[src/rtl/cla_pipe_adder_pkg.sv]
`default_nettype none
// ============================================================================
// Module  : adder_pkg
// Purpose : Shared types and helpers for the pipelined carry-lookahead
//           adder/subtractor (operation encoding, stage-count helper).
// Ports   : none (package)
// Rev     : 1.0  initial release
// ============================================================================
package adder_pkg;

  typedef enum logic {
    OP_ADD = 1'b0,
    OP_SUB = 1'b1
  } add_op_t;

  // Number of lookahead groups, which is also the number of group stages.
  function automatic int ngrp(input int width, input int group);
    return width / group;
  endfunction

endpackage
`default_nettype wire

[src/rtl/cla_pipe_adder_group.sv]
`default_nettype none
// ============================================================================
// Module  : cla_group
// Purpose : Combinational GROUP-bit carry-lookahead block. Every internal
//           carry is a flat sum of products of generate/propagate terms, so
//           depth does not grow as a ripple chain.
// Ports   : a, b    [GROUP] operand slices
//           cin             carry into the group
//           sum     [GROUP] sum slice
//           cout            carry out of the group MSB
//           c_msb           carry into the group MSB
//           grp_p, grp_g    group propagate / group generate
// Rev     : 1.0  initial release
// ============================================================================
module cla_group #(
  parameter int GROUP = 4
) (
  input  logic [GROUP-1:0] a,
  input  logic [GROUP-1:0] b,
  input  logic             cin,
  output logic [GROUP-1:0] sum,
  output logic             cout,
  output logic             c_msb,
  output logic             grp_p,
  output logic             grp_g
);

  logic [GROUP-1:0] p;
  logic [GROUP-1:0] g;
  logic [GROUP:0]   c;
  logic             term;
  logic             acc;

  always_comb begin
    p     = a ^ b;
    g     = a & b;
    c     = '0;
    c[0]  = cin;
    term  = 1'b0;
    acc   = 1'b0;
    grp_g = 1'b0;
    // c[i+1] = OR over j<=i of (g[j] propagated through p[j+1..i])
    //          OR (cin propagated through p[0..i])
    for (int i = 0; i < GROUP; i++) begin
      acc = 1'b0;
      for (int j = 0; j <= i; j++) begin
        term = g[j];
        for (int m = j + 1; m <= i; m++) begin
          term = term & p[m];
        end
        acc = acc | term;
      end
      term = cin;
      for (int m = 0; m <= i; m++) begin
        term = term & p[m];
      end
      c[i+1] = acc | term;
    end
    grp_p = &p;
    for (int j = 0; j < GROUP; j++) begin
      term = g[j];
      for (int m = j + 1; m < GROUP; m++) begin
        term = term & p[m];
      end
      grp_g = grp_g | term;
    end
  end

  assign sum   = p ^ c[GROUP-1:0];
  assign cout  = c[GROUP];
  assign c_msb = c[GROUP-1];

endmodule
`default_nettype wire

[src/rtl/cla_pipe_adder.sv]
`default_nettype none
// ============================================================================
// Module  : cla_pipe_adder
// Purpose : Pipelined carry-lookahead adder/subtractor. An operand register
//           feeds NGRP skewed stages, each resolving one GROUP-bit group and
//           registering its carry, so the clock period is set by one group.
//           A single global stall holds every register when the output is
//           valid but not accepted.
// Ports   : clk, rst                 clock, synchronous active-high reset
//           in_valid/in_ready        operand handshake
//           in_a, in_b [WIDTH]       operands
//           in_cin                   carry-in (add) / borrow-in (sub)
//           in_sub                   0: A+B+cin, 1: A-B-cin
//           out_valid/out_ready      result handshake
//           out_sum [WIDTH]          result
//           out_cout                 carry out (sub: 1 = no borrow)
//           out_ovf                  signed overflow
// Rev     : 1.0  initial release
// ============================================================================
module cla_pipe_adder
  import adder_pkg::*;
#(
  parameter int WIDTH = 16,
  parameter int GROUP = 4
) (
  input  logic             clk,
  input  logic             rst,
  input  logic             in_valid,
  output logic             in_ready,
  input  logic [WIDTH-1:0] in_a,
  input  logic [WIDTH-1:0] in_b,
  input  logic             in_cin,
  input  logic             in_sub,
  output logic             out_valid,
  input  logic             out_ready,
  output logic [WIDTH-1:0] out_sum,
  output logic             out_cout,
  output logic             out_ovf
);

  localparam int NGRP = ngrp(WIDTH, GROUP);

  if (GROUP < 1 || (WIDTH % GROUP) != 0) begin : g_bad_params
    $error("cla_pipe_adder: WIDTH must be a positive multiple of GROUP");
  end

  // Global stall: everything advances together or nothing moves.
  logic adv;
  assign adv      = !out_valid | out_ready;
  assign in_ready = adv;

  // Subtraction is A + ~B + ~cin so that borrows chain across words.
  add_op_t          op;
  logic [WIDTH-1:0] b_eff;
  logic             cin_eff;
  assign op      = add_op_t'(in_sub);
  assign b_eff   = (op == OP_SUB) ? ~in_b : in_b;
  assign cin_eff = (op == OP_SUB) ? ~in_cin : in_cin;

  // Operand register (level 0 of the pipeline).
  logic             opv_d, opv_q;
  logic [WIDTH-1:0] opa_d, opa_q, opb_d, opb_q;
  logic             opc_d, opc_q;

  always_comb begin
    opv_d = in_valid;
    opa_d = in_a;
    opb_d = b_eff;
    opc_d = cin_eff;
  end

  always_ff @(posedge clk) begin
    if (rst) begin
      opv_q <= 1'b0;
      opa_q <= '0;
      opb_q <= '0;
      opc_q <= 1'b0;
    end else if (adv) begin
      opv_q <= opv_d;
      opa_q <= opa_d;
      opb_q <= opb_d;
      opc_q <= opc_d;
    end
  end

  // Per-stage register outputs, gathered so the next stage can reach them.
  logic             valid_q_arr [NGRP];
  logic             carry_q_arr [NGRP];
  logic             cmsb_q_arr  [NGRP];
  logic [WIDTH-1:0] sum_q_arr   [NGRP];
  logic [WIDTH-1:0] a_q_arr     [NGRP];
  logic [WIDTH-1:0] b_q_arr     [NGRP];

  for (genvar k = 0; k < NGRP; k++) begin : g_stage
    localparam int LO = k * GROUP;

    logic [WIDTH-1:0] a_src, b_src, sum_src;
    logic             c_src, v_src;

    if (k == 0) begin : g_head
      assign a_src   = opa_q;
      assign b_src   = opb_q;
      assign sum_src = '0;
      assign c_src   = opc_q;
      assign v_src   = opv_q;
    end else begin : g_body
      assign a_src   = a_q_arr[k-1];
      assign b_src   = b_q_arr[k-1];
      assign sum_src = sum_q_arr[k-1];
      assign c_src   = carry_q_arr[k-1];
      assign v_src   = valid_q_arr[k-1];
    end

    logic [GROUP-1:0] grp_sum;
    logic             grp_cout, grp_cmsb, grp_p, grp_g;

    cla_group #(.GROUP(GROUP)) u_cla_group (
      .a     (a_src[LO +: GROUP]),
      .b     (b_src[LO +: GROUP]),
      .cin   (c_src),
      .sum   (grp_sum),
      .cout  (grp_cout),
      .c_msb (grp_cmsb),
      .grp_p (grp_p),
      .grp_g (grp_g)
    );

    // Group P/G are exported for future multi-level lookahead only.
    logic unused_pg;
    assign unused_pg = grp_p ^ grp_g;

    logic             valid_d, valid_q, carry_d, carry_q, cmsb_d, cmsb_q;
    logic [WIDTH-1:0] sum_d, sum_q;

    // Lower sum bits pass through; only this stage's group slice is new.
    always_comb begin
      valid_d            = v_src;
      carry_d            = grp_cout;
      cmsb_d             = grp_cmsb;
      sum_d              = sum_src;
      sum_d[LO +: GROUP] = grp_sum;
    end

    always_ff @(posedge clk) begin
      if (rst) begin
        valid_q <= 1'b0;
        carry_q <= 1'b0;
        cmsb_q  <= 1'b0;
        sum_q   <= '0;
      end else if (adv) begin
        valid_q <= valid_d;
        carry_q <= carry_d;
        cmsb_q  <= cmsb_d;
        sum_q   <= sum_d;
      end
    end

    assign valid_q_arr[k] = valid_q;
    assign carry_q_arr[k] = carry_q;
    assign cmsb_q_arr[k]  = cmsb_q;
    assign sum_q_arr[k]   = sum_q;

    // Operands only need to travel on while groups remain to be processed.
    if (k < NGRP - 1) begin : g_fwd
      logic [WIDTH-1:0] a_d, a_q, b_d, b_q;

      always_comb begin
        a_d = a_src;
        b_d = b_src;
      end

      always_ff @(posedge clk) begin
        if (adv) begin
          a_q <= a_d;
          b_q <= b_d;
        end
      end

      assign a_q_arr[k] = a_q;
      assign b_q_arr[k] = b_q;
    end else begin : g_tail
      assign a_q_arr[k] = '0;
      assign b_q_arr[k] = '0;
    end
  end

  assign out_valid = valid_q_arr[NGRP-1];
  assign out_sum   = sum_q_arr[NGRP-1];
  assign out_cout  = carry_q_arr[NGRP-1];
  assign out_ovf   = cmsb_q_arr[NGRP-1] ^ carry_q_arr[NGRP-1];

endmodule
`default_nettype wire

[config.mk]
export PLATFORM = sky130hd
export DESIGN_NAME = cla_pipe_adder
export DESIGN_NICKNAME = d
export VERILOG_FILES = /design/src/rtl/cla_pipe_adder_pkg.sv /design/src/rtl/cla_pipe_adder_group.sv /design/src/rtl/cla_pipe_adder.sv
export SDC_FILE = /design/constraint.sdc
export NUM_CORES = 1
export LEC_CHECK = 0
export BUFFER_PORTS_ARGS = -buffer_cell sky130_fd_sc_hd__buf_4
export CAP_MARGIN = 20
export CELL_PAD_IN_SITES_DETAIL_PLACEMENT = 0
export CELL_PAD_IN_SITES_GLOBAL_PLACEMENT = 1
export CORE_MARGIN = 2
export CORE_UTILIZATION = 49
export DETAILED_ROUTE_END_ITERATION = 10
export GPL_ROUTABILITY_DRIVEN = 0
export PLACE_DENSITY_LB_ADDON = 0.1
export SETUP_SLACK_MARGIN = 0.05
export SYNTH_ARGS = -nofsm -noshare
export SYNTH_HDL_FRONTEND = slang
export SYNTH_SLANG_ARGS = --single-unit
[constraint.sdc]
create_clock -name clk -period 3 [get_ports clk]
set_clock_uncertainty 0.05 [all_clocks]
set_input_delay 0.15 -clock clk [delete_from_list [all_inputs] [get_ports clk]]
set_output_delay 0.15 -clock clk [all_outputs]
set_load 0.1 [all_outputs]
==> results of run 1 <==
[how the worst min path moves through the flow]
| stage | endpoint | slack [ns] | cells past startpoint |
|---|---|---|---|
| after floorplan | g_stage[0].a_src[0]$_SDFFE_PP0P_ | 0.24 | 2 |
| after global routing | g_stage[0].b_src[1]$_SDFFE_PP0P_ | 0.09 | 3 |
| after global placement | g_stage[1].g_fwd.b_q[9]$_DFFE_PP_ | 0.35 | 0 |
| after CTS | g_stage[0].b_src[2]$_SDFFE_PP0P_ | 0.08 | 3 |
| final | g_stage[0].b_src[2]$_SDFFE_PP0P_ | 0.09 | 3 |
| after detailed placement | g_stage[2].g_fwd.a_q[14]$_DFFE_PP_ | 0.36 | 0 |
[power breakdown]
group          leakage (nW)  total [mW]  switching, mW  internal [mW]
logic                  1.28       0.469          0.279          0.191
registers              1.24        2.04         0.0631           1.98
clock network         0.307        2.20          0.762           1.44
total                  2.82        4.71           1.10           3.61
[worst max-delay path, cell delays in order (launching register included)]
cell,delay (ns)
dfxtp_1,0.33
nor2b_4,0.53
inv_4,0.06
buf_12,0.27
buf_4,0.34
[cells in the mapped netlist, types with 8 or more instances]
cell and count:
nor2_1 39, nand2b_1 8, buf_2 14, or4_1 8
edfxtp_1 48, a21oi_1 48, clkbuf_1 12, a211oi_1 24
o211ai_1 8, ha_1 20, xnor2_1 21, nand3_1 8
dfxtp_1 83, nand2_1 96, nand3b_1 8
[flip-flops by register name (all words and copies together), names as in the netlist, 3 cells and up]
name and count:
g_stage.b_src 16, g_stage.sum_q 24, g_stage.g_fwd.a_q 24, g_stage.valid_q 3
g_stage.carry_q 3, g_stage.a_src 16, out_sum 16, g_stage.g_fwd.b_q 24
[cells by family (layout without fill, tap and decap cells)]
| family | Yosys count | in the layout |
|---|---|---|
| buffers and inverters | 36 | 130 |
| DFF | 131 | 131 |
| adders and majority gates | 24 | 24 |
| AOI/OAI and AO/OA | 97 | 97 |
| xor gates and xnor gates | 22 | 22 |
| and+or+nand+nor | 170 | 170 |
[timing repair]
action / CTS / global route
hold buffers: 35 / 0
setup endpoints to repair: 0 / 0
endpoints found under the hold margin: 52 / 0
[routing by layer]
layer  global-route usage (%)  wire length, um  vias up
met5                        0                0        -
met4                    6.494               62        0
met3                    5.457              334        6
met2                    29.81             4650       59
met1                    21.34             4342     1628
li1                         -                -     1841
[layout make-up]
type	count	area [um2]
fill	846	3655
sequential	131	3103
multi-input combinational	313	1873
timing repair buffer	94	818.3
clock buffer	17	414.1
clock inverter	15	226.5
tap	136	170.2
inverter	4	17.52
[metrics by stage]
stage / cells / utilization (%) / instance area (um2) / power (mW) / hold WS [ns]
finish: 710 / 64.44 / 6623 / 4.714 / 0.08926
global route: 710 / 64.44 / 6623 / 4.890 / 0.09006
detailed placement: 643 / 54.80 / 5632 / 2.515 / 0.3554
CTS: 710 / 64.44 / 6623 / 4.754 / 0.07515
global placement: 643 / 54.80 / 5632 / 2.503 / 0.3518
floorplan: 480 / - / 5147 / 2.385 / 0.2405
==> reports/metrics.json, run 1 <==
{
  "synth_area_leaders": "dfxtp_1 (32%), edfxtp_1 (28%), nand2_1 (7.0%)",
  "synthesized_area_fraction_occupied_by_and_or_nand_nor_cells_pct": 14.39,
  "syn_area_um2": 5147,
  "fin_crit_sh_pct": 76.91,
  "worst_pin_slew_ns": 0.9821,
  "final_critical_path_setup_slack_ns": 0.6928,
  "synth.top_cell.area_share_pct": 32.28,
  "mostFrequentLayoutCells": "nand2_1 (96), dfxtp_1 (83), buf_4 (57), a21oi_1 (48), edfxtp_1 (48)",
  "ant_nets": 0,
  "post_synth.cell_area_avg_um2": 10.72,
  "cts_resized": 0,
  "reg2reg_capture_point": "g_stage[2].sum_q[11]$_SDFFE_PP0P_",
  "synth_flop_cell": "dfxtp_1",
  "clock_sink_count": 131,
  "critPathCapture": "in_ready",
  "area_growth_pct": 28.66,
  "initial_utilization_pct": 50.09,
  "route.final.wire_length_um": 9390,
  "groute.usage.overall_pct": 17.67,
  "ys_types": 28,
  "regToRegSetupSlack_ns": 1.10,
  "cts_made_buffers": 17,
  "number_of_global_route_vias_before_repair": 3374,
  "critical_path_peak_fanout": 151,
  "cell_type_with_the_largest_total_area_after_synthesis": "dfxtp_1",
  "critical_path_class": "reg -> out",
  "drtPass1Iterations": 4,
  "drc": 0,
  "preCtsSetupSlack_ns": 1.110,
  "worst_slew_margin_rel_pct": 34.53,
  "clockBufferDepth": 2,
  "clk_pin_slew_worst_paths_ns": 0.06,
  "design.final.nets": 623,
  "synth-edff-count": 48,
  "combinational_family_with_the_most_area_after_synthesis": "simple AND/OR/NAND/NOR gates",
  "rows": 37,
  "grt_max_degree": 152,
  "gate_count_post_synth": 480,
  "tritoncts_clock_tree": "done",
  "routed_via_density": 4.977,
  "cts_root_buffer": "clkbuf_8",
  "vdd_drop_max_uv": 391.4,
  "insertedDiodeCount": 0,
  "detailed_place_hpwl_um": 5381,
  "result_of_the_run": "finished clean",
  "async_flop_share_pct": 0,
  "final_max_slew_viol_count": 0,
  "crit_path_end_kind": "output port",
  "die_x_um": 106.5,
  "synth-adder-area-share_pct": 6.417,
  "clkLatencyLatePin_ns": 0.51,
  "synth_sequential_area_ratio_pct": 60.28,
  "die_y_um": 106.5,
  "global_route_wire_length_before_repair_um": 15460,
  "htreeDepth": 4,
  "crit_arrival_ns": 2.11,
  "synth_mux_area_share_pct": 0,
  "synth_xor_area_share_pct": 3.743,
  "hold_path.class": "in -> reg",
  "design.portCount": 58,
  "reg2reg_from": "g_stage[1].g_fwd.a_q[8]$_DFFE_PP_",
  "io_buffer_count": 57,
  "synth.net_count": 542,
  "max_freq_ghz": 0.4334,
  "core_area_um2": 10280,
  "leakage_dissipation_nw": 2.822,
  "r2r.worst_path.cells": 5,
  "drive_gt1_share_pct": 16.03,
  "setup_viol": 0,
  "setup_total_negative_slack_ns": 0,
  "ys_warnings": 0,
  "final_common_cell": "nand2_1",
  "power.density_nw_per_um2": 711.8,
  "type_of_element_launching_the_critical_path": "flip-flop",
  "worst_hold_startpoint": "in_sub",
  "crit_start": "out_valid$_SDFFE_PP0P_",
  "finalWorstPathRequiredPeriod_ns": 2.307,
  "grt_antenna_before_repair": 0,
  "drt_iter0_markers": 163,
  "postSynthRegisterBits": 131,
  "max_cap_viol_count": 0,
  "grt_overflow_total": 0,
  "cp.required_ns": 2.80,
  "cts.repair_timing.setup_buffer_count": 0,
  "synth_compound_area_share_pct": 11.84,
  "setup_repair_after_global_routing_missed_its_margin": "no",
  "wire_per_inst_um": 13.23,
  "number_of_hold_violations_in_the_final_report": 0,
  "die_area_um2": 11340,
  "route.vias.total": 3534
}
No activity file was read; power rests on OpenSTA's default activity.
==> inputs of run 2 (changes only) <==
ABC_AREA = 1   (was unset)
CORE_UTILIZATION = 41   (was 49)
clock period = 1.9 ns   (was 3 ns; I/O delays follow)
==> run 2 against run 1 <==
Net effect: die area is 19% higher; utilization shrank 11 points; non-clock buffer count is 5 higher; critical path type unchanged; largest power group unchanged; sequential share of layout area decreased by 0.29 points; clock-buffer cell count grew 1; synthesized cell count increased by 3.3%; routed wire length is 2.0% higher; setup slack worse by 0.51 ns; sequential cell count did not move; critical path depth increased by 1; cell area grew 0.66%; global-route usage shrank 2.1 points.
==> reports/metrics.json, run 2 <==
{
  "global_route_wire_length_before_repair_um": 15970,
  "drtPass1Iterations": 4,
  "worst_hold_startpoint": "out_ready",
  "final_max_slew_viol_count": 0,
  "clk_pin_slew_worst_paths_ns": 0.05,
  "core_area_um2": 12470,
  "io_buffer_count": 57,
  "gate_count_post_synth": 496,
  "drive_gt1_share_pct": 15.69,
  "synth.top_cell.area_share_pct": 32.13,
  "htreeDepth": 4,
  "cell_type_with_the_largest_total_area_after_synthesis": "dfxtp_1",
  "postSynthRegisterBits": 131,
  "mostFrequentLayoutCells": "nor2_1 (90), dfxtp_1 (82), buf_4 (60), o21ai_0 (51), edfxtp_1 (48)",
  "route.vias.total": 3522,
  "timing.critical_path.cells": "inv_1 > nor2_4 > inv_4 > buf_12 > buf_6",
  "detailed_place_hpwl_um": 5736,
  "ant_nets": 0,
  "cp_slowest_cell": "dfxtp_2",
  "grt_max_degree": 64,
  "synth_xor_area_share_pct": 4.404,
  "synth-adder-area-share_pct": 6.388,
  "worst_pin_slew_ns": 0.6072,
  "finalWorstPathRequiredPeriod_ns": 1.722,
  "initial_utilization_pct": 41.48,
  "number_of_global_route_vias_before_repair": 3359,
  "die_area_um2": 13530,
  "globalRoute.busiestLayer": "met2",
  "ys_types": 23,
  "number_of_hold_violations_in_the_final_report": 0,
  "crit_family": "buffers and inverters",
  "clockBufferDepth": 2,
  "reg2reg_capture_point": "g_stage[1].sum_q[6]$_SDFFE_PP0P_",
  "routed_via_density": 4.568,
  "max_cap_viol_count": 0,
  "max_freq_ghz": 0.5806,
  "ys_warnings": 0,
  "groute.usage.overall_pct": 15.60,
  "drt_iter0_markers": 186,
  "critical_path_peak_fanout": 63,
  "insertedDiodeCount": 0,
  "regToRegSetupSlack_ns": 0.33,
  "min_delay_path_depth": 4,
  "cts_made_buffers": 17,
  "clkLatencyLatePin_ns": 0.41,
  "postLayoutCoreUtil_pct": 53.48,
  "synthesized_area_fraction_occupied_by_and_or_nand_nor_cells_pct": 11.13,
  "syn_area_um2": 5171,
  "post_synth.cell_area_avg_um2": 10.43,
  "crit_path_end_kind": "output port",
  "design.portCount": 58,
  "crit_buf_inv": 4,
  "synth_compound_area_share_pct": 11.64,
  "combinational_family_with_the_most_area_after_synthesis": "compound AO/OA/AOI/OAI gates",
  "reg2reg_from": "g_stage[0].g_fwd.a_q[4]$_DFFE_PP_",
  "synth_mux_area_share_pct": 0,
  "global_route.usage.met3_pct": 3.944,
  "grt_antenna_before_repair": 0,
  "rows": 41,
  "hold_end": "out_valid$_SDFFE_PP0P_",
  "synth_area_leaders": "dfxtp_1 (32%), edfxtp_1 (28%), nor2_1 (6.5%)",
  "setup_repair_after_global_routing_missed_its_margin": "no",
  "worst_slew_margin_rel_pct": 59.52,
  "async_flop_share_pct": 0,
  "synth-edff-count": 48,
  "synth_flop_cell": "dfxtp_1",
  "fin_crit_sh_pct": 90.64,
  "crit_arrival_ns": 1.58,
  "area_growth_pct": 28.91,
  "tritoncts_clock_tree": "done",
  "die_y_um": 116.3,
  "clock_sink_count": 131,
  "r2r.worst_path.cells": 7,
  "post-route-cell-area_um2": 6666,
  "grt_overflow_total": 0,
  "final_common_cell": "nor2_1",
  "wire_per_inst_um": 12.42,
  "yosys.cell_count.top_type": "nor2_1",
  "gr-usage-met2_pct": 25.31,
  "placed_cell_area_um2": 5692,
  "synth.net_count": 558,
  "result_of_the_run": "finished clean",
  "die_x_um": 116.3,
  "leakage_dissipation_nw": 3.032,
  "cts_root_buffer": "clkbuf_16",
  "synth_sequential_area_ratio_pct": 60.00,
  "setup_viol": 0,
  "type_of_element_launching_the_critical_path": "flip-flop",
  "hold_path.class": "in -> reg",
  "critical_path_class": "reg -> out",
  "grtUsageMet1_pct": 19.26,
  "power.density_nw_per_um2": 1139,
  "synth_common_cells": "nor2_1 (90), dfxtp_1 (83), o21ai_0 (51)",
  "vdd_drop_max_uv": 506.2,
  "cp.required_ns": 1.75,
  "drc": 0,
  "longest_individual_stage_delay_on_the_worst_path_ns": 0.32,
  "design.final.nets": 648,
  "largestRegisters": "g_stage.g_fwd.a_q x24, g_stage.g_fwd.b_q x24, g_stage.sum_q x24",
  "route.final.wire_length_um": 9578
}
## run 2: cell count changes after synthesis, sizes merged, moves of 12 or more
| cell | delta |
|---|---|
| nand3 | +12 |
| a211oi | -24 |
| a21oi | -19 |
| nand2 | -69 |
| inv | +25 |
| o21ai | +74 |
| nor2 | +52 |
## run 2: worst max path at each step
stage	start	endpoint	depth (start not counted)	slack, ns
after floorplan	out_cout$_SDFFE_PP0P_	out_ovf	1	-0.15
after global placement	g_stage[1].g_fwd.a_q[8]$_DFFE_PP_	g_stage[2].sum_q[10]$_SDFFE_PP0P_	7	0.34
after detailed placement	g_stage[0].g_fwd.a_q[4]$_DFFE_PP_	g_stage[1].sum_q[6]$_SDFFE_PP0P_	7	0.32
after CTS	out_valid$_SDFFE_PP0P_	in_ready	5	0.07
after global routing	out_valid$_SDFFE_PP0P_	in_ready	5	0.09
final	out_valid$_SDFFE_PP0P_	in_ready	5	0.18
## run 2: cell type report
class / instances / area, um2
fillers: 1163 / 5799
flip-flops and latches: 131 / 3104
multi-input cells: 308 / 1743
repair buffers: 99 / 872.1
clock buffers: 18 / 429.2
well taps: 172 / 215.2
clock inverters: 14 / 191.4
inverters: 29 / 111.4
## run 2: routing by layer
metal	up-vias	wire length, um
li1	1851	-
met1	1590	4571
met2	64	4476
met3	17	345
met4	0	185
met5	-	0
## run 2: cell families after synthesis
| group | Yosys count |
|---|---|
| buf+inv | 57 |
| compound gates | 116 |
| simple gates | 142 |
| fa+ha+maj | 24 |
| flops | 131 |
| xor+xnor | 26 |
## run 2: through the flow
stage	power, mW	setup TNS, ns	cells	setup slack [ns]	hold WS (ns)
after detailed placement	4.195	0	704	0.3235	0.2936
after global routing	7.936	0	771	0.08520	0.01481
final	7.595	0	771	0.1778	0.01380
after global placement	4.180	0	704	0.3373	0.2822
after floorplan	3.958	-0.1546	496	-0.1546	0.1067
after CTS	7.690	0	771	0.06853	0.0006571
## run 2: what timing repair did
item / CTS / global route
gates resized for setup: 0 / 1
hold endpoints to repair: 39 / 0
setup endpoints to repair: 0 / 1
hold buffers: 35 / 0
setup buffers: 0 / 0
## run 2: report_power, final
part / switching (mW) / internal, mW
combinational: 0.561 / 0.335
sequential: 0.117 / 3.17
clock: 1.12 / 2.29
## run 2: worst min-delay path, delay by kind of cell
kind                   cells  cell delay [ns]
buffers and inverters      2             0.22
AO/OA/AOI/OAI              1             0.08
AND/OR/NAND/NOR            1             0.04
